File: config.mk
export PLATFORM = sky130hd
export DESIGN_NAME = draw_scheduler
export DESIGN_NICKNAME = d
export VERILOG_FILES = /design/src/rtl/draw_scheduler_pkg.sv /design/src/rtl/cell_addr_gen.sv /design/src/rtl/draw_scheduler.sv
export SDC_FILE = /design/constraint.sdc
export NUM_CORES = 1
export LEC_CHECK = 0
export ABC_AREA = 1
export BUFFER_PORTS_ARGS = -buffer_cell sky130_fd_sc_hd__buf_2
export CAP_MARGIN = 20
export CORE_MARGIN = 4
export CORE_UTILIZATION = 25
export DETAILED_ROUTE_END_ITERATION = 8
export PLACE_DENSITY = 0.4
export REMOVE_ABC_BUFFERS = 1
export SLEW_MARGIN = 20
export SYNTH_ARGS = -nofsm -noshare
export SYNTH_HDL_FRONTEND = slang
export SYNTH_SLANG_ARGS = --single-unit
File: constraint.sdc
create_clock -name clk -period 3.23 [get_ports clk]
set_input_delay 0.1615 -clock clk [delete_from_list [all_inputs] [get_ports clk]]
set_output_delay 0.1615 -clock clk [all_outputs]
set_load 0.01 [all_outputs]
File: src/rtl/draw_scheduler_pkg.sv
// Shared definitions for the Connect Four drawing path: default geometry,
// colour codes and scheduler state encoding.
package draw_scheduler_pkg;

  localparam int unsigned GRID_DEF      = 2;
  localparam int unsigned BLOCK_DEF     = 4;
  localparam int unsigned COLS_DEF      = 7;
  localparam int unsigned ROWS_DEF      = 6;
  localparam int unsigned POINTER_Y_DEF = 112;

  localparam logic [2:0] COL_RED    = 3'b100;
  localparam logic [2:0] COL_YELLOW = 3'b110;
  localparam logic [2:0] COL_ERASE  = 3'b000;

  typedef enum logic [1:0] {
    IDLE,
    ERASE_PTR,
    DRAW_PTR,
    DRAW_TOKEN
  } state_t;

  function automatic logic [2:0] player_colour(input logic player);
    return player ? COL_YELLOW : COL_RED;
  endfunction

endpackage

File: src/rtl/cell_addr_gen.sv
// Combinational pixel address for one cell: cell origin from col/row (or the
// pointer line) plus a raster offset taken from the pixel counter.
module cell_addr_gen
  import draw_scheduler_pkg::*;
#(
  parameter int unsigned GRID      = GRID_DEF,
  parameter int unsigned BLOCK     = BLOCK_DEF,
  parameter int unsigned POINTER_Y = POINTER_Y_DEF,
  parameter int unsigned PIX_W     = $clog2(BLOCK * BLOCK)
) (
  input  logic [2:0]       col,
  input  logic [2:0]       row,
  input  logic             is_ptr,
  input  logic [PIX_W-1:0] pix_cnt,
  output logic [7:0]       x,
  output logic [6:0]       y
);

  logic [7:0] cx, cy, dx, dy;

  always_comb begin
    cx = 8'(32'(col) * (GRID + BLOCK) + GRID);
    cy = is_ptr ? 8'(POINTER_Y) : 8'(32'(row) * (GRID + BLOCK) + GRID);
    dx = 8'(32'(pix_cnt) % BLOCK);
    dy = 8'(32'(pix_cnt) / BLOCK);
    x  = cx + dx;
    y  = 7'(cy + dy);
  end

endmodule

File: src/rtl/draw_scheduler.sv
// Arbitrates token-drop and pointer-move requests and sequences the per-cell
// pixel plots into the VGA adapter; all outputs registered.
module draw_scheduler
  import draw_scheduler_pkg::*;
#(
  parameter int unsigned GRID      = GRID_DEF,
  parameter int unsigned BLOCK     = BLOCK_DEF,
  parameter int unsigned COLS      = COLS_DEF,
  parameter int unsigned ROWS      = ROWS_DEF,
  parameter int unsigned POINTER_Y = POINTER_Y_DEF
) (
  input  logic       clk,
  input  logic       reset,
  input  logic       drop_req,
  input  logic [2:0] drop_col,
  input  logic [2:0] drop_row,
  input  logic       drop_player,
  output logic       drop_ack,
  input  logic       ptr_req,
  input  logic [2:0] ptr_col,
  input  logic       ptr_player,
  output logic       ptr_ack,
  output logic [7:0] x,
  output logic [6:0] y,
  output logic [2:0] colour,
  output logic       plot,
  output logic       busy,
  output logic       done,
  output logic       err
);

  localparam int unsigned PIX_W = $clog2(BLOCK * BLOCK);
  localparam logic [PIX_W-1:0] PIX_LAST = PIX_W'(BLOCK * BLOCK - 1);

  state_t           state_q, state_d;
  logic [PIX_W-1:0] pix_q, pix_d;
  logic [2:0]       col_q, col_d, row_q, row_d, old_col_q, old_col_d;
  logic             player_q, player_d, ptr_valid_q, ptr_valid_d;
  logic [7:0]       x_q, x_d;
  logic [6:0]       y_q, y_d;
  logic [2:0]       colour_q, colour_d;
  logic             plot_q, plot_d, busy_q, busy_d, done_q, done_d;
  logic             drop_ack_q, drop_ack_d, ptr_ack_q, ptr_ack_d, err_q, err_d;

  logic [2:0] addr_col;
  logic       addr_is_ptr;
  logic [7:0] addr_x;
  logic [6:0] addr_y;

  assign addr_col    = (state_q == ERASE_PTR) ? old_col_q : col_q;
  assign addr_is_ptr = (state_q != DRAW_TOKEN);

  cell_addr_gen #(
    .GRID      (GRID),
    .BLOCK     (BLOCK),
    .POINTER_Y (POINTER_Y),
    .PIX_W     (PIX_W)
  ) u_addr (
    .col     (addr_col),
    .row     (row_q),
    .is_ptr  (addr_is_ptr),
    .pix_cnt (pix_q),
    .x       (addr_x),
    .y       (addr_y)
  );

  always_comb begin
    state_d     = state_q;
    pix_d       = pix_q;
    col_d       = col_q;
    row_d       = row_q;
    player_d    = player_q;
    old_col_d   = old_col_q;
    ptr_valid_d = ptr_valid_q;
    x_d         = x_q;
    y_d         = y_q;
    colour_d    = colour_q;
    plot_d      = 1'b0;
    drop_ack_d  = 1'b0;
    ptr_ack_d   = 1'b0;
    err_d       = 1'b0;

    case (state_q)
      IDLE: begin
        // plot_q high here means the final pixel is still on the bus; hold
        // off acceptance until the done cycle has passed.
        if (!plot_q) begin
          if (drop_req) begin
            drop_ack_d = 1'b1;
            if (32'(drop_col) >= COLS || 32'(drop_row) >= ROWS) begin
              err_d = 1'b1;
            end else begin
              col_d    = drop_col;
              row_d    = drop_row;
              player_d = drop_player;
              pix_d    = '0;
              state_d  = DRAW_TOKEN;
            end
          end else if (ptr_req) begin
            ptr_ack_d = 1'b1;
            if (32'(ptr_col) >= COLS) begin
              err_d = 1'b1;
            end else begin
              col_d    = ptr_col;
              player_d = ptr_player;
              pix_d    = '0;
              state_d  = ptr_valid_q ? ERASE_PTR : DRAW_PTR;
            end
          end
        end
      end
      default: begin
        plot_d   = 1'b1;
        x_d      = addr_x;
        y_d      = addr_y;
        colour_d = (state_q == ERASE_PTR) ? COL_ERASE : player_colour(player_q);
        pix_d    = pix_q + 1'b1;
        if (pix_q == PIX_LAST) begin
          pix_d = '0;
          if (state_q == ERASE_PTR) begin
            state_d = DRAW_PTR;
          end else begin
            state_d = IDLE;
            if (state_q == DRAW_PTR) begin
              old_col_d   = col_q;
              ptr_valid_d = 1'b1;
            end
          end
        end
      end
    endcase

    done_d = (state_q == IDLE) && plot_q;
    busy_d = plot_d || (state_d != IDLE);
  end

  always_ff @(posedge clk or posedge reset) begin
    if (reset) begin
      state_q     <= IDLE;
      pix_q       <= '0;
      col_q       <= '0;
      row_q       <= '0;
      player_q    <= 1'b0;
      old_col_q   <= '0;
      ptr_valid_q <= 1'b0;
      x_q         <= '0;
      y_q         <= '0;
      colour_q    <= '0;
      plot_q      <= 1'b0;
      busy_q      <= 1'b0;
      done_q      <= 1'b0;
      drop_ack_q  <= 1'b0;
      ptr_ack_q   <= 1'b0;
      err_q       <= 1'b0;
    end else begin
      state_q     <= state_d;
      pix_q       <= pix_d;
      col_q       <= col_d;
      row_q       <= row_d;
      player_q    <= player_d;
      old_col_q   <= old_col_d;
      ptr_valid_q <= ptr_valid_d;
      x_q         <= x_d;
      y_q         <= y_d;
      colour_q    <= colour_d;
      plot_q      <= plot_d;
      busy_q      <= busy_d;
      done_q      <= done_d;
      drop_ack_q  <= drop_ack_d;
      ptr_ack_q   <= ptr_ack_d;
      err_q       <= err_d;
    end
  end

  assign drop_ack = drop_ack_q;
  assign ptr_ack  = ptr_ack_q;
  assign x        = x_q;
  assign y        = y_q;
  assign colour   = colour_q;
  assign plot     = plot_q;
  assign busy     = busy_q;
  assign done     = done_q;
  assign err      = err_q;

endmodule
==> summary.txt <==
OUTCOME
--------------------------------------------------------------------------------------------------
Outcome                                                                               complete, but fails checks
Failing checks                                                                         hold timing

CLOCK TREE
--------------------------------------------------------------------------------------------------
CTS Buffer Depth                                                                                 2
Number of H-tree branching levels                                                                2
Number of CTS-inserted buffers                                                                   5
Root Buffer                                                                           sky130_fd_sc_hd__clkbuf_8
Clk Latency, worst-skew pair                                                               0.29 ns
CTS resizes                                                                                      0
Number of buffers inserted to repair setup after CTS                                             0
Clock Sink Count                                                                                40
Clock transition time at the flip-flop clock pins of the worst setup and hold paths        0.08 ns
Hold buffers post-CTS                                                                            0
CTS tree                                                                                      done

FINISH
--------------------------------------------------------------------------------------------------
Fraction of final layout cells with drive strength greater than 1                           17.17%
Syn-to-layout area delta                                                                    17.25%
Antenna cells                                                                                    0
Final standard cell utilization of the core                                                 30.38%
Final non-filler cell total                                                                    440
Nets@finish                                                                                    361
Number of inserted filler cells in the final layout                                            985

TIMING
--------------------------------------------------------------------------------------------------
Maximum operating frequency                                                             0.3509 GHz
Share of the cycle needed by the critical path after routing                                88.23%
Setup TNS Final                                                                               0 ns
RSZ-0062 raised after global routing                                                            no
Worst-case headroom to the max-slew limit                                                   58.98%
Slew Limit Fails                                                                                 0
Transition time at the pin with the least slew margin                                    0.6105 ns
Skew final                                                                             0.006983 ns
Worst hold slack                                                                       -0.01649 ns
Total count of hold-check failures in the final report                                          15
Post-route worst setup slack                                                             0.3803 ns
Time the final worst path needs with I/O delays and setup                                 2.850 ns
Total setup violations reported at the end of the flow                                           0

WORST SETUP PATH
--------------------------------------------------------------------------------------------------
Startpoint types                                                                         flip-flop
Register-to-Register Setup Slack                                                           0.38 ns
Worst path arrival time                                                                    3.04 ns
Required time of the critical path                                                         3.42 ns
Cell at the slowest stage of the critical path                                        sky130_fd_sc_hd__fa_1
Critical path, cell by cell                                                           inv_2 -> nand2_4 -> o21ai_1 -> ha_1 -> inv_1 -> fa_1 -> inv_1 -> nand2_1 -> inv_1 -> nor2_1 -> inv_1 -> nor2_1 -> nand3_1 -> inv_1 -> nand2_1 -> nand3_1 -> nand2_1
Crit path buffers/inverters                                                                      6
Cell family with most CP delay                                                         adder cells
Longest individual stage delay on the worst path                                           0.48 ns
Peak fanout along the critical path                                                              7
Type of destination of the critical path                                                 flip-flop
Critical path's most frequent cell                                                    sky130_fd_sc_hd__inv_1
Type of the setup path with the least slack                                                reg2reg

LOGIC SYNTHESIS
--------------------------------------------------------------------------------------------------
Cell type contributing the most total cell area after synthesis                       sky130_fd_sc_hd__dfrtp_1
Sequential share of the synthesized area                                                    44.08%
Top cell type's share of synthesized area                                                   44.08%
Leading register cell type out of synthesis                                           sky130_fd_sc_hd__dfrtp_1
Top cells by area, synth                                                              sky130_fd_sc_hd__dfrtp_1 (44%), sky130_fd_sc_hd__nand2_1 (14%), sky130_fd_sc_hd__ha_1 (7.2%)
Top-count cell post-synth                                                             sky130_fd_sc_hd__nand2_1
Count of flip-flops with a built-in enable after synthesis                                       0
Share of flip-flops with an asynchronous set or reset                                       100.0%
Synthesized flop and latch total                                                                40
Syn_area_per_cell                                                                        7.831 um2
Number of distinct library cells after synthesis                                                32
Syn Std Cell Area                                                                         2271 um2
Commonest cells in the synthesized netlist                                            sky130_fd_sc_hd__nand2_1 (86), sky130_fd_sc_hd__inv_1 (43), sky130_fd_sc_hd__dfrtp_1 (40)
Gate Count Post-Synth                                                                          290
Number of warnings printed during yosys synthesis                                                0

ROUTING
--------------------------------------------------------------------------------------------------
Residual DRC                                                                                     0
Post-DR wirelength/cell                                                                   11.50 um
Wire length after detailed routing                                                        5.060 mm
Vias after detailed routing                                                                   1865
DRT antenna net count                                                                            0
Length of the first detailed-routing pass in iterations                                          4
Violation count after the first detailed-route iteration                                        52
Via count normalized by instance count                                                       4.239

FLOORPLANNING
--------------------------------------------------------------------------------------------------
Row Count                                                                                       34
Placeable Area                                                                            8763 um2
Die extent in x                                                                           103.3 um
Die H                                                                                     103.3 um
Initial core utilization                                                                    25.91%
Boundary pin count                                                                              39
Die Area                                                                                 10670 um2

PLACE
--------------------------------------------------------------------------------------------------
Inst Count DP                                                                                  432
Worst slack, placed                                                                      0.3630 ns
Final Wtd Congestion                                                                        0.7698
HPWL after detailed placement                                                             3.816 mm
Number of buffer cells added on primary ports                                                   37

POWER
--------------------------------------------------------------------------------------------------
Peak ir drop on the vdd network                                                        0.0002595 V
LEAKAGE                                                                                   1.429 nW
Pwr per Cell Area                                                                      1040 nW/um2

RUN
--------------------------------------------------------------------------------------------------
Max-capacitance violation count                                                                  0

HOLD PATH
--------------------------------------------------------------------------------------------------
Classification of the worst-slack hold path                                               in2async

GLOBAL ROUTE
--------------------------------------------------------------------------------------------------
Initial antenna violation count                                                                  0
Via count of the first global-routing pass                                                    1864
First-pass GRT wire length                                                                8.735 mm
All-layer global routing usage                                                              10.43%
Final global-route overflow total                                                                0
Largest net degree at the start of global routing                                               41

[through the flow]
| stage | hold WS, ns | area, um2 | power, mW |
|---|---|---|---|
| 2_1_floorplan | 0.3074 | 2237 | 2.032 |
| 6_report | -0.01649 | 2663 | 2.769 |
| 3_5_place_dp | 0.3344 | 2572 | 2.463 |
| 5_1_grt | 0.05658 | 2663 | 3.104 |
| 4_1_cts | 0.007168 | 2663 | 2.829 |
| 3_3_place_gp | 0.3356 | 2572 | 2.449 |
[per-layer routing]
metal	vias to the layer above	GRT usage, %	part of all wire (%)
met3	7	2.683	5.3
met4	0	2.988	1.2
li1	990	-	-
met1	834	14.66	53
met2	34	15.84	41
met5	-	0	0
[where the power goes]
part	internal, mW	leakage, nW	switching, mW
sequential	0.724	0.486	0.151
combinational	0.570	0.897	0.973
clock	0.175	0.0455	0.176
total	1.47	1.43	1.30
[path summary, 6_finish.rpt]
| kind | start | to | cells after the start |
|---|---|---|---|
| worst max-delay path | state_q[1] | x[5] | 17 |
| worst min-delay path | reset | err | 3 |
| worst max register to register | state_q[1] | x[5] | 17 |
| worst min register to register | ptr_valid_q | ptr_valid_q | 1 |
| max in group asynchronous | reset | y[0] | 3 |
| min in group clk | drop_row[0] | row_q[0] | 3 |
[cell families (layout without fill, tap and decap cells)]
family                   count (synthesis)  in the layout  share of synthesized area (%)
AND/OR/NAND/NOR                        149            149                          28.71
flip-flops                              40             40                          44.08
buffers and inverters                   51             93                          9.091
XOR/XNOR                                 3              3                          1.157
AO/OA/AOI/OAI                           31             31                          7.879
adder cells (fa/ha/maj)                 15             15                          8.926
other                                    1              1                         0.1651
[worst reg2reg max path, stage by stage (launching register included)]
cell and delay [ns]:
sky130_fd_sc_hd__dfrtp_1 0.46, sky130_fd_sc_hd__inv_2 0.16, sky130_fd_sc_hd__nand2_4 0.08, sky130_fd_sc_hd__o21ai_1 0.38, sky130_fd_sc_hd__ha_1 0.26, sky130_fd_sc_hd__inv_1 0.06
sky130_fd_sc_hd__fa_1 0.48, sky130_fd_sc_hd__inv_1 0.06, sky130_fd_sc_hd__nand2_1 0.05, sky130_fd_sc_hd__inv_1 0.06, sky130_fd_sc_hd__nor2_1 0.19, sky130_fd_sc_hd__inv_1 0.06
sky130_fd_sc_hd__nor2_1 0.13, sky130_fd_sc_hd__nand3_1 0.11, sky130_fd_sc_hd__inv_1 0.06, sky130_fd_sc_hd__nand2_1 0.04, sky130_fd_sc_hd__nand3_1 0.06, sky130_fd_sc_hd__nand2_1 0.05
[cell usage in the layout (no fill, tap or decap), types with 5 or more instances in the layout]
cell,instances
sky130_fd_sc_hd__inv_1,43
sky130_fd_sc_hd__ha_1,13
sky130_fd_sc_hd__clkbuf_8,6
sky130_fd_sc_hd__nor2_1,26
sky130_fd_sc_hd__dfrtp_1,40
sky130_fd_sc_hd__o21ai_0,15
sky130_fd_sc_hd__a21oi_1,5
sky130_fd_sc_hd__nand3_1,21
sky130_fd_sc_hd__buf_2,37
sky130_fd_sc_hd__nand2_1,86
[layout make-up]
class                           instances  area, um2  share of cell area (%)
Sequential cell                        40       1001                   37.59
Inverter                               46      172.7                   6.485
Tap cell                              108      135.1                   5.075
Multi-Input combinational cell        199       1064                   39.94
Timing Repair Buffer                   39      200.2                   7.519
Clock buffer                            8      90.09                   3.383
[sequential cells by signal, indices dropped and copies added (netlist names), 2 cells and up]
name and flops:
state_q 2, colour 2, y 7, pix_q 4, x 8, old_col_q 3, row_q 3, col_q 3
No activity file was read; power rests on OpenSTA's default activity.
